$ cat config.mk
export PLATFORM = sky130hd
export DESIGN_NAME = regf_loader
export DESIGN_NICKNAME = d
export VERILOG_FILES = /design/src/rtl/regf_pkg.sv /design/src/rtl/regf_loader.sv
export SDC_FILE = /design/constraint.sdc
export NUM_CORES = 1
export LEC_CHECK = 0
export BUFFER_PORTS_ARGS = -buffer_cell sky130_fd_sc_hd__buf_2
export CELL_PAD_IN_SITES_DETAIL_PLACEMENT = 1
export CELL_PAD_IN_SITES_GLOBAL_PLACEMENT = 1
export CORE_MARGIN = 2
export CORE_UTILIZATION = 41
export CTS_CLUSTER_DIAMETER = 60
export DETAILED_ROUTE_END_ITERATION = 6
export PLACE_DENSITY_LB_ADDON = 0.1
export SLEW_MARGIN = 15
export SYNTH_ARGS = -nofsm -noshare
export SYNTH_HDL_FRONTEND = slang
export SYNTH_SLANG_ARGS = --single-unit
$ cat constraint.sdc
create_clock -name clk -period 3.3 [get_ports clk]
set_clock_uncertainty 0.05 [all_clocks]
set_input_delay 0 -clock clk [delete_from_list [all_inputs] [get_ports clk]]
set_output_delay 0 -clock clk [all_outputs]
set_load 0.01 [all_outputs]
$ cat src/rtl/regf_pkg.sv
`default_nettype none
// ============================================================================
// Module      : regf_pkg
// Description : Shared types and default widths for the register-file loader.
// Revision    : 1.0 - initial release
// ============================================================================
package regf_pkg;

    localparam int DEFAULT_DW = 8;
    localparam int DEFAULT_AW = 2;

    typedef enum logic [1:0] {
        IDLE = 2'd0,
        LOAD = 2'd1,
        DONE = 2'd2
    } state_e;

endpackage : regf_pkg
`default_nettype wire

$ cat src/rtl/regf_loader.sv
`default_nettype none
// ============================================================================
// Module      : regf_loader
// Description : Streams a 1..4 byte burst into consecutive register-file
//               entries and reports a modulo checksum of each completed burst.
// Revision    : 1.0 - initial release
// ============================================================================
module regf_loader
    import regf_pkg::*;
#(
    parameter int DW = DEFAULT_DW,
    parameter int AW = DEFAULT_AW
) (
    input  logic          clk,
    input  logic          rst,
    input  logic          start,
    input  logic [AW-1:0] base_addr,
    input  logic [AW-1:0] len,
    input  logic          abort,
    input  logic [DW-1:0] in_data,
    input  logic          in_valid,
    output logic          in_ready,
    output logic [DW-1:0] wr_data,
    output logic [AW-1:0] wr_addr,
    output logic          wr_e,
    output logic          busy,
    output logic          done,
    output logic [DW-1:0] csum
);

    state_e        state_q, state_d;
    logic [AW-1:0] addr_q, addr_d;
    logic [AW-1:0] rem_q, rem_d;
    logic [DW-1:0] sum_q, sum_d;
    logic [DW-1:0] wr_data_q, wr_data_d;
    logic [AW-1:0] wr_addr_q, wr_addr_d;
    logic          wr_e_q, wr_e_d;
    logic          busy_q, busy_d;
    logic          done_q, done_d;
    logic [DW-1:0] csum_q, csum_d;
    logic          accept;

    // Abort masks ready so a byte offered alongside abort is never consumed.
    assign in_ready = (state_q == LOAD) && !abort;
    assign accept   = in_ready && in_valid;

    always_comb begin
        state_d   = state_q;
        addr_d    = addr_q;
        rem_d     = rem_q;
        sum_d     = sum_q;
        wr_data_d = wr_data_q;
        wr_addr_d = wr_addr_q;
        wr_e_d    = 1'b0;
        done_d    = 1'b0;
        csum_d    = csum_q;

        case (state_q)
            IDLE: begin
                if (start) begin
                    state_d = LOAD;
                    addr_d  = base_addr;
                    rem_d   = len;
                    sum_d   = '0;
                end
            end
            LOAD: begin
                if (abort) begin
                    state_d = IDLE;
                end else if (accept) begin
                    wr_e_d    = 1'b1;
                    wr_data_d = in_data;
                    wr_addr_d = addr_q;
                    addr_d    = addr_q + AW'(1);
                    rem_d     = rem_q - AW'(1);
                    sum_d     = sum_q + in_data;
                    if (rem_q == '0) begin
                        state_d = DONE;
                        done_d  = 1'b1;
                        csum_d  = sum_q + in_data;
                    end
                end
            end
            DONE: begin
                state_d = IDLE;
            end
            default: begin
                state_d = IDLE;
            end
        endcase

        busy_d = (state_d != IDLE);
    end

    always_ff @(posedge clk) begin
        if (rst) begin
            state_q   <= IDLE;
            addr_q    <= '0;
            rem_q     <= '0;
            sum_q     <= '0;
            wr_data_q <= '0;
            wr_addr_q <= '0;
            wr_e_q    <= 1'b0;
            busy_q    <= 1'b0;
            done_q    <= 1'b0;
            csum_q    <= '0;
        end else begin
            state_q   <= state_d;
            addr_q    <= addr_d;
            rem_q     <= rem_d;
            sum_q     <= sum_d;
            wr_data_q <= wr_data_d;
            wr_addr_q <= wr_addr_d;
            wr_e_q    <= wr_e_d;
            busy_q    <= busy_d;
            done_q    <= done_d;
            csum_q    <= csum_d;
        end
    end

    assign wr_data = wr_data_q;
    assign wr_addr = wr_addr_q;
    assign wr_e    = wr_e_q;
    assign busy    = busy_q;
    assign done    = done_q;
    assign csum    = csum_q;

endmodule : regf_loader
`default_nettype wire

Word-level counts from Yosys, hierarchy flattened
Index checks and enable logic that the tools add are counted. Widths: inputs -> output; s select.

$add $sub $neg: 3. Multiply operators: 0. Divide/modulo/power cells: 0. Order comparisons: 0. Equal/unequal tests: 4. Shift operators: 0. Muxes and demuxes: 19. Bitwise logic cells: 3. Reductions and logical operators: 12.

Operators with widths (number): $mux 8 (3); $mux 2 (10); $pmux 8 s2 (1); $pmux 2 s2 (3); $add 8x8->8 (1); $reduce_and 4->1 (2); $ne 2x2->1 const B (3); $logic_not 2->1 (2); $reduce_bool 2->1 (2); $reduce_or 4->1 (1); $not 1->1 (3); $reduce_and 3->1 (1); $reduce_or 3->1 (1); $add 2x1->2 const B (1); $eq 2x1->1 const B (1); $logic_and 1x1->1 (2); $mux 1 (2); $sub 2x1->2 const B (1); $logic_not 1->1 (1).

Bits in registers: 35. Bits in latches: 0. Memory bits (writable): 0. Memory bits (read-only): 0. Input bits: 17. Output and inout port bits: 22. Word-level logic and storage cells: 51. Memories: 0.

Depth between registers and ports, before layout
Gate-level depths: netlist of run 1.

Word-level depth: 7. Depth in mapped cells: 8. Mapped depth without buffers: 8.

Worst setup path before layout of run 1
OpenSTA, ideal clock, no wires.

Kind: register to register. Start point: register sum_q[1]. End point: register csum_q[7] (netlist: csum[7]). Setup time: 0.091 ns. Data arrival time: 1.650 ns. Required time: 3.159 ns. Slack: 1.509 ns. Stages on the path, launching flop included: 7. Path buffers: 0. Period minus slack after synthesis: 1.791 ns. Path through: dfxtp_1 -> ha_1 -> a211oi_1 -> o21ai_2 -> mux2i_1 -> or3_1 -> a311oi_1.

Cells in the longest elaborated chain, start to end: 1.

Ends and longest elaborated chain: start, declared (RTL line regf_loader.sv:34) `logic [DW-1:0] sum_q, sum_d;`; start signal, assigned (RTL line regf_loader.sv:111) `sum_q <= sum_d;`; $add 8x8->8 (RTL line regf_loader.sv:80) `csum_d = sum_q + in_data;`; end signal, assigned (RTL line regf_loader.sv:117) `csum_q <= csum_d;`; end, declared (RTL line regf_loader.sv:40) `logic [DW-1:0] csum_q, csum_d;`.

Every way passes these cells. A chain may end at the register's enable or synchronous reset.

Worst setup path in the final report of run 1
Start point: register state_q[1]. End point: register rem_q[0].

Cells in the longest elaborated chain, start to end: 5. Elaborated cells on any way between the ends: 10. Those cells by class: eq/ne (4); mux (1); reduce/logical (5).

Ends and longest elaborated chain: start, declared (RTL line regf_loader.sv:31) `state_e state_q, state_d;`; start signal, assigned (RTL line regf_loader.sv:108) `state_q <= state_d;`; $eq 2x1->1 (RTL line regf_loader.sv:44, regf_loader.sv:58); $logic_and 1x1->1 (RTL line regf_loader.sv:44) `assign in_ready = (state_q == LOAD) && !abort;`; $logic_and 1x1->1 (RTL line regf_loader.sv:45) `assign accept = in_ready && in_valid;`; $ne 2x2->1 (no source line); $reduce_and 4->1 (no source line); end signal, assigned (RTL line regf_loader.sv:110) `rem_q <= rem_d;`; end, declared (RTL line regf_loader.sv:33) `logic [AW-1:0] rem_q, rem_d;`.

Several ways; a longest one is shown, not always the timed one.

==> impl_metrics.csv, run 1 <==
group,metric,value,unit
grt,antenna_found_initial,0,
grt,grt_util_all_layers,22.06,%
drt,vias,1539,
timing,period_needed,2.132,ns
synth,synth-edff-count,0,
synth,yosysTopAreaCell,"dfxtp_1",
drt,dr.pass1.iters,4,
synth,synth_mux_area_share,1.233,%
critical_path,crit_path_max_fanout,13,
hold_path,hp-class,"in -> reg",
critical_path,cp.required,3.46,ns
pwr,pwr-share-seq,52.6,%
cells_and_area,stdcell_area,2023,um^2
critical_path,crit_type,"reg -> reg",
synth,syn_area,1624,um^2
placement,portBuffers,38,
synth,synthCells,192,
timing,worst_pin_slew,0.9605,ns
placement,place_area,1851,um^2
synth,synth.yosys.seq_area_share,43.14,%
pwr,clkPwrFrac,33.1,%
synth,syn_nets,218,
clock_network,clk_latency,0.29,ns
placement,hpwl,2973,um
pwr,p_per_area,418.6,nW/um^2
synth,postSynth.asyncResetShare,0,%
drt,routed_wl,4233,um
timing,fin_crit_sh,64.62,%
synth,synth_simple_gate_area_share,22.80,%
critical_path,setup.worst_path.start_class,"register",
pwr,internal_power,0.0006298,W
floorplanning,fp.dieH,66.94,um
synth,synthAdderAreaFrac,7.396,%
floorplanning,die_area,4480,um^2
synth,synthFlopType,"dfxtp_1",
critical_path,cp-end-kind,"register",
clock_network,h-tree-depth,2,
grt,grt_pass1_vias,1580,
pwr,leakage,0.8488,nW
clock_network,cts_made_buffers,5,
flow_run,cap_violations,0,
synth,synth_seq_cells,35,
cells_and_area,nFillCells,471,
drt,vias_per_cell,5.362,
cells_and_area,drive_gt1_share,20.50,%
clock_network,cts_setup_buffers,0,
grt,grt_pass1_wl,7307,um
placement,place_congestion,0.7710,
pwr,ir_drop,0.2639,mV
synth,ys_types,39,
synth,synthTopCellsByArea,"dfxtp_1 (43%), nand2_1 (7.6%), a21oi_1 (6.5%), ha_1 (6.2%), nor2_1 (4.6%)",
drt,drtIter0Drc,97,
clock_network,cts_tree,"built",
clock_network,ctsLongestPathBuffers,2,
pwr,pwr-share-comb,14.3,%
synth,syn_avg_cell_area,8.459,um^2
synth,synth_xor_area_share,1.618,%
pwr,p_switching,0.0002171,W
grt,grt_max_degree,38,
drt,ant_nets,0,
timing,drv_slew,0,
clock_network,path_clk_slew,0.07,ns
synth,synth_commonest_cells,"dfxtp_1 (35), nand2_1 (33), a21oi_1 (21)",
synth,yosysWarningCount,0,
timing,finalSetupViolCount,0,
grt,grt-ovfl-total,0,
critical_path,cp.arrival,2.29,ns
timing,finalHoldViolations,0,
synth,synth.top_cell.area_share,43.14,%
drt,drc,0,
cells_and_area,finalNetCount,266,
synth,synth_compound_area_share,20.26,%
drt,drt-wirelength-per-cell,14.75,um
pwr,switching_share,25.63,%
floorplanning,pin_count,39,
floorplanning,core_area,3744,um^2
timing,fmax,469.0,MHz
floorplanning,num_rows,22,
outcome,status,"complete, no violations",
clock_network,clock-sinks,35,
cells_and_area,areaGrowthSynthToFinish,24.58,%
floorplanning,die_w,66.94,um
synth,yosysMostFrequentCell,"dfxtp_1",
clock_network,clk_root_buffer_cell,"clkbuf_8",
timing,grt_setup_unrepaired,"no",
timing,fin_setup_tns,0,ns
floorplanning,start_util,43.38,%
synth,synth_top_family_by_area,"simple AND/OR/NAND/NOR gates",
cells_and_area,antenna_cells,0,
timing,maxSlewHeadroom,35.73,%
[cells by family after synthesis]
kind of cell,after synthesis
AO/OA/AOI/OAI,53
XOR/XNOR,3
adder cells (fa/ha/maj),9
buffers and inverters,14
flip-flops,35
multiplexers,2
AND/OR/NAND/NOR,76
[sequential cells by signal (all words and copies together), names as in the netlist, 2 cells and up]
name	cells
addr_q	2
wr_addr	2
rem_q	2
state_q	2
csum	8
wr_data	8
sum_q	8
[power by group through the flow]
stage                     combinational [W]  sequential (W)  clock (W)
after global placement             0.000107        0.000453          0
after CTS                          0.000122        0.000445   0.000293
final                              0.000121        0.000445   0.000281
after floorplan                   0.0000717        0.000456          0
after global routing               0.000138        0.000447   0.000311
after detailed placement           0.000112        0.000455          0
[area by class of cell]
type / instances / area (um^2) / area share, %
well taps: 48 / 60.06 / 2.968
multi-input cells: 143 / 865.8 / 42.80
flip-flops and latches: 35 / 700.7 / 34.63
clock buffers: 6 / 72.57 / 3.587
repair buffers: 50 / 305.3 / 15.09
inverters: 5 / 18.77 / 0.9276
[worst max-delay path, stage by stage, from the launching register on]
cell      delay, ns
dfxtp_1        0.36
nand2b_4       0.21
nor3b_4        0.51
nor2_1         0.37
or3_1          0.39
a31oi_1        0.16
[what timing repair did]
item                                   CTS  global route
endpoints found under the hold margin   10             0
resized for setup                        0             0
hold buffers                            10             0
[cell usage in the layout (no fill, tap or decap), types with 2 or more instances in the layout]
cell | synthesis | routed
a211oi_1 | 5 | 5
a21o_1 | 2 | 2
a21oi_1 | 21 | 21
a22oi_1 | 5 | 5
a31oi_1 | 2 | 2
buf_2 | 1 | 38
buf_4 | 1 | 2
clkbuf_8 | 0 | 5
dfxtp_1 | 35 | 35
dlygate4sd3_1 | 0 | 10
ha_1 | 8 | 8
inv_1 | 5 | 5
mux2i_1 | 2 | 2
nand2_1 | 33 | 33
nand2b_1 | 4 | 4
nand3_1 | 3 | 3
nand3b_1 | 2 | 2
nor2_1 | 20 | 20
nor2b_1 | 2 | 2
nor3b_1 | 3 | 3
o211ai_1 | 2 | 2
o21ai_0 | 8 | 8
o31ai_1 | 2 | 2
or3_1 | 2 | 2
xnor2_1 | 2 | 2
[final timing paths]
check                                 from          to  cells after the start  slack [ns]
worst max-delay path            state_q[1]    rem_q[0]                      5        1.17
worst min-delay path                 start        busy                      3        0.02
worst max register to register  state_q[1]    rem_q[0]                      5        1.17
worst min register to register  wr_data[1]  wr_data[1]                      2        0.40
[metal layers]
| layer | share of wire (%) | GRT usage, % | up-vias |
|---|---|---|---|
| met2 | 48 | 37.13 | 32 |
| li1 | - | - | 765 |
| met4 | 1.8 | 9.184 | 0 |
| met3 | 4.3 | 5.743 | 8 |
| met5 | 0 | 0 | - |
| met1 | 46 | 26.48 | 734 |
[stage by stage]
| stage | total power, W | cells | hold WS [ns] | utilization [%] | worst slack [ns] |
|---|---|---|---|---|---|
| after floorplan | 0.0005277 | 192 | -0.002469 | - | 1.509 |
| after global routing | 0.0008955 | 287 | 0.04104 | 54.04 | 0.9597 |
| after detailed placement | 0.0005662 | 271 | 0.2185 | 49.43 | 1.174 |
| final | 0.0008469 | 287 | 0.01640 | 54.04 | 1.168 |
| after CTS | 0.0008597 | 287 | 0.008812 | 54.04 | 1.142 |
| after global placement | 0.0005602 | 271 | 0.2075 | 49.43 | 1.284 |
No activity file was read; power rests on OpenSTA's default activity.
==> run 2: changes to the inputs <==
Settings changed: CORE_UTILIZATION 41 to 38.
Clock period 3.3 ns to 2.1 ns, I/O delays scaled along.
==> impl_metrics.csv, run 2 (synthesized netlist as in run 1, its figures left out) <==
group,metric,value,unit
placement,portBuffers,38,
cells_and_area,antenna_cells,0,
grt,grt_pass1_wl,7507,um
timing,fin_ws,0.09927,ns
critical_path,cp.required,2.25,ns
timing,worst_pin_slew,0.6527,ns
cells_and_area,fin_cells,297,
floorplanning,fp.dieH,69.38,um
placement,dpl.cell_count,277,
pwr,switching_share,25.44,%
cells_and_area,layout_commonest_cell,"buf_2",
pwr,p_per_area,653.4,nW/um^2
outcome,status,"complete, no violations",
clock_network,cts_tree,"built",
drt,drc,0,
clock_network,clk_root_buffer_cell,"clkbuf_8",
grt,grt_util_all_layers,19.22,%
clock_network,cts_made_buffers,5,
drt,routedLengthMet1,1868,um
floorplanning,core_area,4058,um^2
drt,wl_met3,209,um
drt,dr.pass1.iters,4,
cells_and_area,mostFrequentLayoutCells,"buf_2 (38), dfxtp_1 (35), nand2_1 (33), a21oi_1 (21), nor2_1 (20)",
timing,maxSlewHeadroom,56.48,%
critical_path,cp_num_buf_inv,2,
timing,fmax,499.8,MHz
drt,vias_per_cell,5.340,
clock_network,path_clk_slew,0.07,ns
floorplanning,start_util,40.02,%
pwr,leakage,0.8997,nW
critical_path,crit_path_max_fanout,4,
timing,fin_crit_sh,95.27,%
placement,place_area,1883,um^2
critical_path,path_cells,"dlygate4sd3_1, buf_2, ha_1, a211oi_2, o21ai_2, mux2i_2, or3_1, a311oi_1",
timing,drv_slew,0,
timing,period_needed,2.001,ns
floorplanning,num_rows,23,
placement,place_congestion,0.7760,
drt,route.met2.wl,2277,um
cells_and_area,finish.utilization,52.30,%
placement,place_ws,0.1304,ns
drt,drtIter0Drc,57,
flow_run,cap_violations,0,
drt,vias,1586,
cells_and_area,areaGrowthSynthToFinish,30.66,%
floorplanning,die_w,69.38,um
critical_path,crit_family,"buffers and inverters",
critical_path,crit_type,"in -> reg",
floorplanning,pin_count,39,
grt,grt-ovfl-total,0,
drt,drt-wirelength-per-cell,14.85,um
pwr,clkPwrFrac,34.9,%
drt,highest_layer,"met4",
hold_path,hp-class,"in -> reg",
critical_path,setup.worst_path.start_class,"input pin",
clock_network,clock-sinks,35,
pwr,pwr-share-comb,14.7,%
grt,grt_max_degree,38,
pwr,internal_power,0.001034,W
pwr,pwr-share-seq,50.5,%
timing,finalHoldViolations,0,
cells_and_area,drive_gt1_share,26.72,%
critical_path,critPathMaxStageDelay,0.53,ns
pwr,total_power,0.001387,W
clock_network,ctsLongestPathBuffers,2,
cells_and_area,finalNetCount,273,
pwr,ir_drop,0.3196,mV
clock_network,clk_latency,0.28,ns
drt,routed_wl,4411,um
cells_and_area,stdcell_area,2122,um^2
clock_network,h-tree-depth,2,
grt,grt_pass1_vias,1606,
critical_path,critPathSlowestCell,"dlygate4sd3_1",
drt,ant_nets,0,
floorplanning,die_area,4813,um^2
placement,hpwl,3128,um
critical_path,cp.arrival,2.15,ns
timing,finalSetupViolCount,0,
critical_path,cp-end-kind,"register",
grt,antenna_found_initial,0,
pwr,p_switching,0.0003527,W
==> run 2: final timing paths <==
| check | from | end | slack (ns) | cells after the start |
|---|---|---|---|---|
| worst max-delay path | in_data[1] | csum[7] | 0.1 | 8 |
| worst min-delay path | start | busy | 0.02 | 3 |
| worst max register to register | sum_q[1] | csum[7] | 0.18 | 6 |
| worst min register to register | wr_data[5] | wr_data[5] | 0.40 | 2 |
==> run 2: power by group through the flow <==
| stage | Clock, W | Combinational [W] | Sequential (W) |
|---|---|---|---|
| 2_1_floorplan | 0 | 0.000113 | 0.000717 |
| 3_3_place_gp | 0 | 0.000174 | 0.000712 |
| 3_5_place_dp | 0 | 0.000181 | 0.000715 |
| 4_1_cts | 0.000502 | 0.000198 | 0.000700 |
| 5_1_grt | 0.000543 | 0.000229 | 0.000703 |
| 6_report | 0.000483 | 0.000204 | 0.000700 |
==> run 2: layout make-up <==
cell class / count / area, um^2
clock buffers: 6 / 82.58
clock inverters: 1 / 5.005
fillers: 501 / 1936
inverters: 5 / 18.77
multi-input cells: 143 / 894.6
flip-flops and latches: 35 / 700.7
well taps: 50 / 62.56
repair buffers: 57 / 357.8
==> run 2: metal layers <==
metal	GRT usage (%)	up-vias
li1	-	777
met1	22.25	774
met2	34.51	30
met3	4.797	5
met4	6.100	0
met5	0	-
==> run 2: tightest hold or removal path, delay by kind of cell <==
kind	cells	cell delay [ns]
AOI/OAI and AO/OA	1	0.09
and+or+nand+nor	1	0.12
buffers and inverters	1	0.10
==> run 2: metrics by stage <==
step | hold slack (ns) | TNS [ns]
floorplan | -0.002469 | 0
global placement | 0.2120 | 0
detailed placement | 0.2160 | 0
CTS | 0.02098 | 0
global route | 0.03067 | -0.004499
finish | 0.02495 | 0
==> run 2: repair_timing <==
item,CTS,global route
setup endpoints to repair,0,3
resized for setup,0,8
hold buffers,10,0
endpoints found under the hold margin,10,0
buffers inserted,0,3
==> run 3: changes to the inputs <==
Settings changed: BUFFER_PORTS_ARGS -buffer_cell sky130_fd_sc_hd__buf_2 to -buffer_cell sky130_fd_sc_hd__clkbuf_2.
==> impl_metrics.csv, run 3 (synthesized netlist as in run 1, its figures left out) <==
group,metric,value,unit
outcome,status,"complete, no violations",
clock_network,path_clk_slew,0.07,ns
placement,hpwl,3098,um
critical_path,r2r_slack,0.15,ns
timing,maxSlewHeadroom,50.12,%
pwr,p_switching,0.0003653,W
timing,period_needed,2.012,ns
placement,place_congestion,0.7750,
pwr,internal_power,0.001073,W
cells_and_area,finalNetCount,271,
clock_network,clk_latency,0.29,ns
cells_and_area,antenna_cells,0,
grt,grt_util_all_layers,18.63,%
drt,vias_per_cell,5.118,
drt,vias,1515,
flow_run,cap_violations,0,
clock_network,clock-sinks,35,
timing,fin_crit_sh,95.82,%
cells_and_area,nFillCells,495,
critical_path,crit_type,"in -> reg",
floorplanning,num_rows,23,
pwr,switching_share,25.39,%
drt,drc,0,
grt,antenna_found_initial,0,
floorplanning,die_area,4813,um^2
drt,drtIter0Drc,58,
grt,grt_pass1_wl,7258,um
cells_and_area,drive_gt1_share,24.39,%
clock_network,clk_root_buffer_cell,"clkbuf_8",
placement,portBuffers,38,
cells_and_area,layout_commonest_cell,"clkbuf_2",
timing,worst_pin_slew,0.7482,ns
floorplanning,fp.dieH,69.38,um
critical_path,cp.arrival,2.16,ns
drt,ant_nets,0,
critical_path,critPathMaxStageDelay,0.54,ns
floorplanning,core_area,4058,um^2
critical_path,crit_path_max_fanout,4,
drt,dr.pass1.iters,4,
pwr,ir_drop,0.4290,mV
cells_and_area,fin_cells,296,
critical_path,setup.worst_path.start_class,"input pin",
critical_path,critPathSlowestCell,"dlygate4sd3_1",
timing,finalHoldViolations,0,
pwr,pwr-share-seq,48.6,%
cells_and_area,mostFrequentLayoutCells,"clkbuf_2 (38), dfxtp_1 (35), nand2_1 (33), a21oi_1 (21), nor2_1 (20)",
timing,finalSetupViolCount,0,
grt,grt_max_degree,38,
grt,grt_pass1_vias,1563,
pwr,pwr-share-comb,13.8,%
timing,fmax,497.0,MHz
timing,drv_slew,0,
drt,drt-wirelength-per-cell,14.77,um
hold_path,hp-class,"in -> reg",
critical_path,cp.required,2.25,ns
critical_path,path_cells,"dlygate4sd3_1, clkbuf_2, ha_1, a211oi_1, o21ai_2, mux2i_1, or3_1, a311oi_1",
clock_network,cts_made_buffers,5,
pwr,leakage,0.8743,nW
clock_network,h-tree-depth,2,
critical_path,crit_family,"buffers and inverters",
placement,dpl.cell_count,277,
cells_and_area,finish.utilization,51.83,%
pwr,clkPwrFrac,37.6,%
pwr,p_per_area,684.0,nW/um^2
drt,routed_wl,4371,um
clock_network,cts_tree,"built",
critical_path,cp-end-kind,"register",
critical_path,cp_num_buf_inv,2,
cells_and_area,areaGrowthSynthToFinish,29.51,%
floorplanning,pin_count,39,
floorplanning,start_util,40.02,%
floorplanning,die_w,69.38,um
grt,grt-ovfl-total,0,
clock_network,ctsLongestPathBuffers,2,
[run 3: tightest hold or removal path, stage by stage]
cell      delay (ns)
clkbuf_2        0.08
nand2b_1        0.13
a211oi_1        0.09
[run 3: metrics by stage]
stage / worst slack [ns] / TNS [ns] / total power (W) / hold WS, ns / instance area [um^2]
3_3_place_gp: 0.2140 / 0 / 0.0008863 / 0.1952 / 1883
2_1_floorplan: 0.3094 / 0 / 0.0008292 / -0.002469 / 1624
5_1_grt: -0.03332 / -0.03332 / 0.001507 / 0.03633 / 2103
3_5_place_dp: 0.1327 / 0 / 0.0008963 / 0.2030 / 1883
4_1_cts: 0.08937 / 0 / 0.001447 / 0.008941 / 2083
6_report: 0.08781 / 0 / 0.001439 / 0.007356 / 2103
[run 3: layer usage]
metal | vias to the layer above | GRT usage, % | routed length, um
li1 | 771 | - | -
met1 | 714 | 21.40 | 2015
met2 | 25 | 32.59 | 2143
met3 | 5 | 5.523 | 149
met4 | 0 | 6.754 | 62
met5 | - | 0 | 0
[run 3: worst paths after layout]
check,from,endpoint,cells past startpoint
setup / recovery,in_data[1],csum[7],8
hold / removal,start,busy,3
setup reg to reg,sum_q[1],csum[7],6
hold reg to reg,wr_addr[0],wr_addr[0],2
[run 3: repair_timing]
action	4_1_cts	5_1_grt
gates resized for setup	0	4
hold buffers	10	0
endpoints found under the setup margin	0	2
hold endpoints to repair	10	0
setup buffers	0	1
[run 3: power groups by stage]
stage	combinational [W]	sequential [W]	clock, W
2_1_floorplan	0.000113	0.000717	0
3_3_place_gp	0.000173	0.000713	0
3_5_place_dp	0.000181	0.000715	0
4_1_cts	0.000198	0.000700	0.000550
5_1_grt	0.000222	0.000702	0.000584
6_report	0.000198	0.000700	0.000541
[run 3: final cells by class]
cell class | instances | area (um^2) | area share, %
Tap cell | 50 | 62.56 | 2.974
Inverter | 5 | 18.77 | 0.8923
Clock buffer | 8 | 100.1 | 4.759
Sequential cell | 35 | 700.7 | 33.31
Multi-Input combinational cell | 143 | 878.3 | 41.76
Timing Repair Buffer | 55 | 342.8 | 16.30
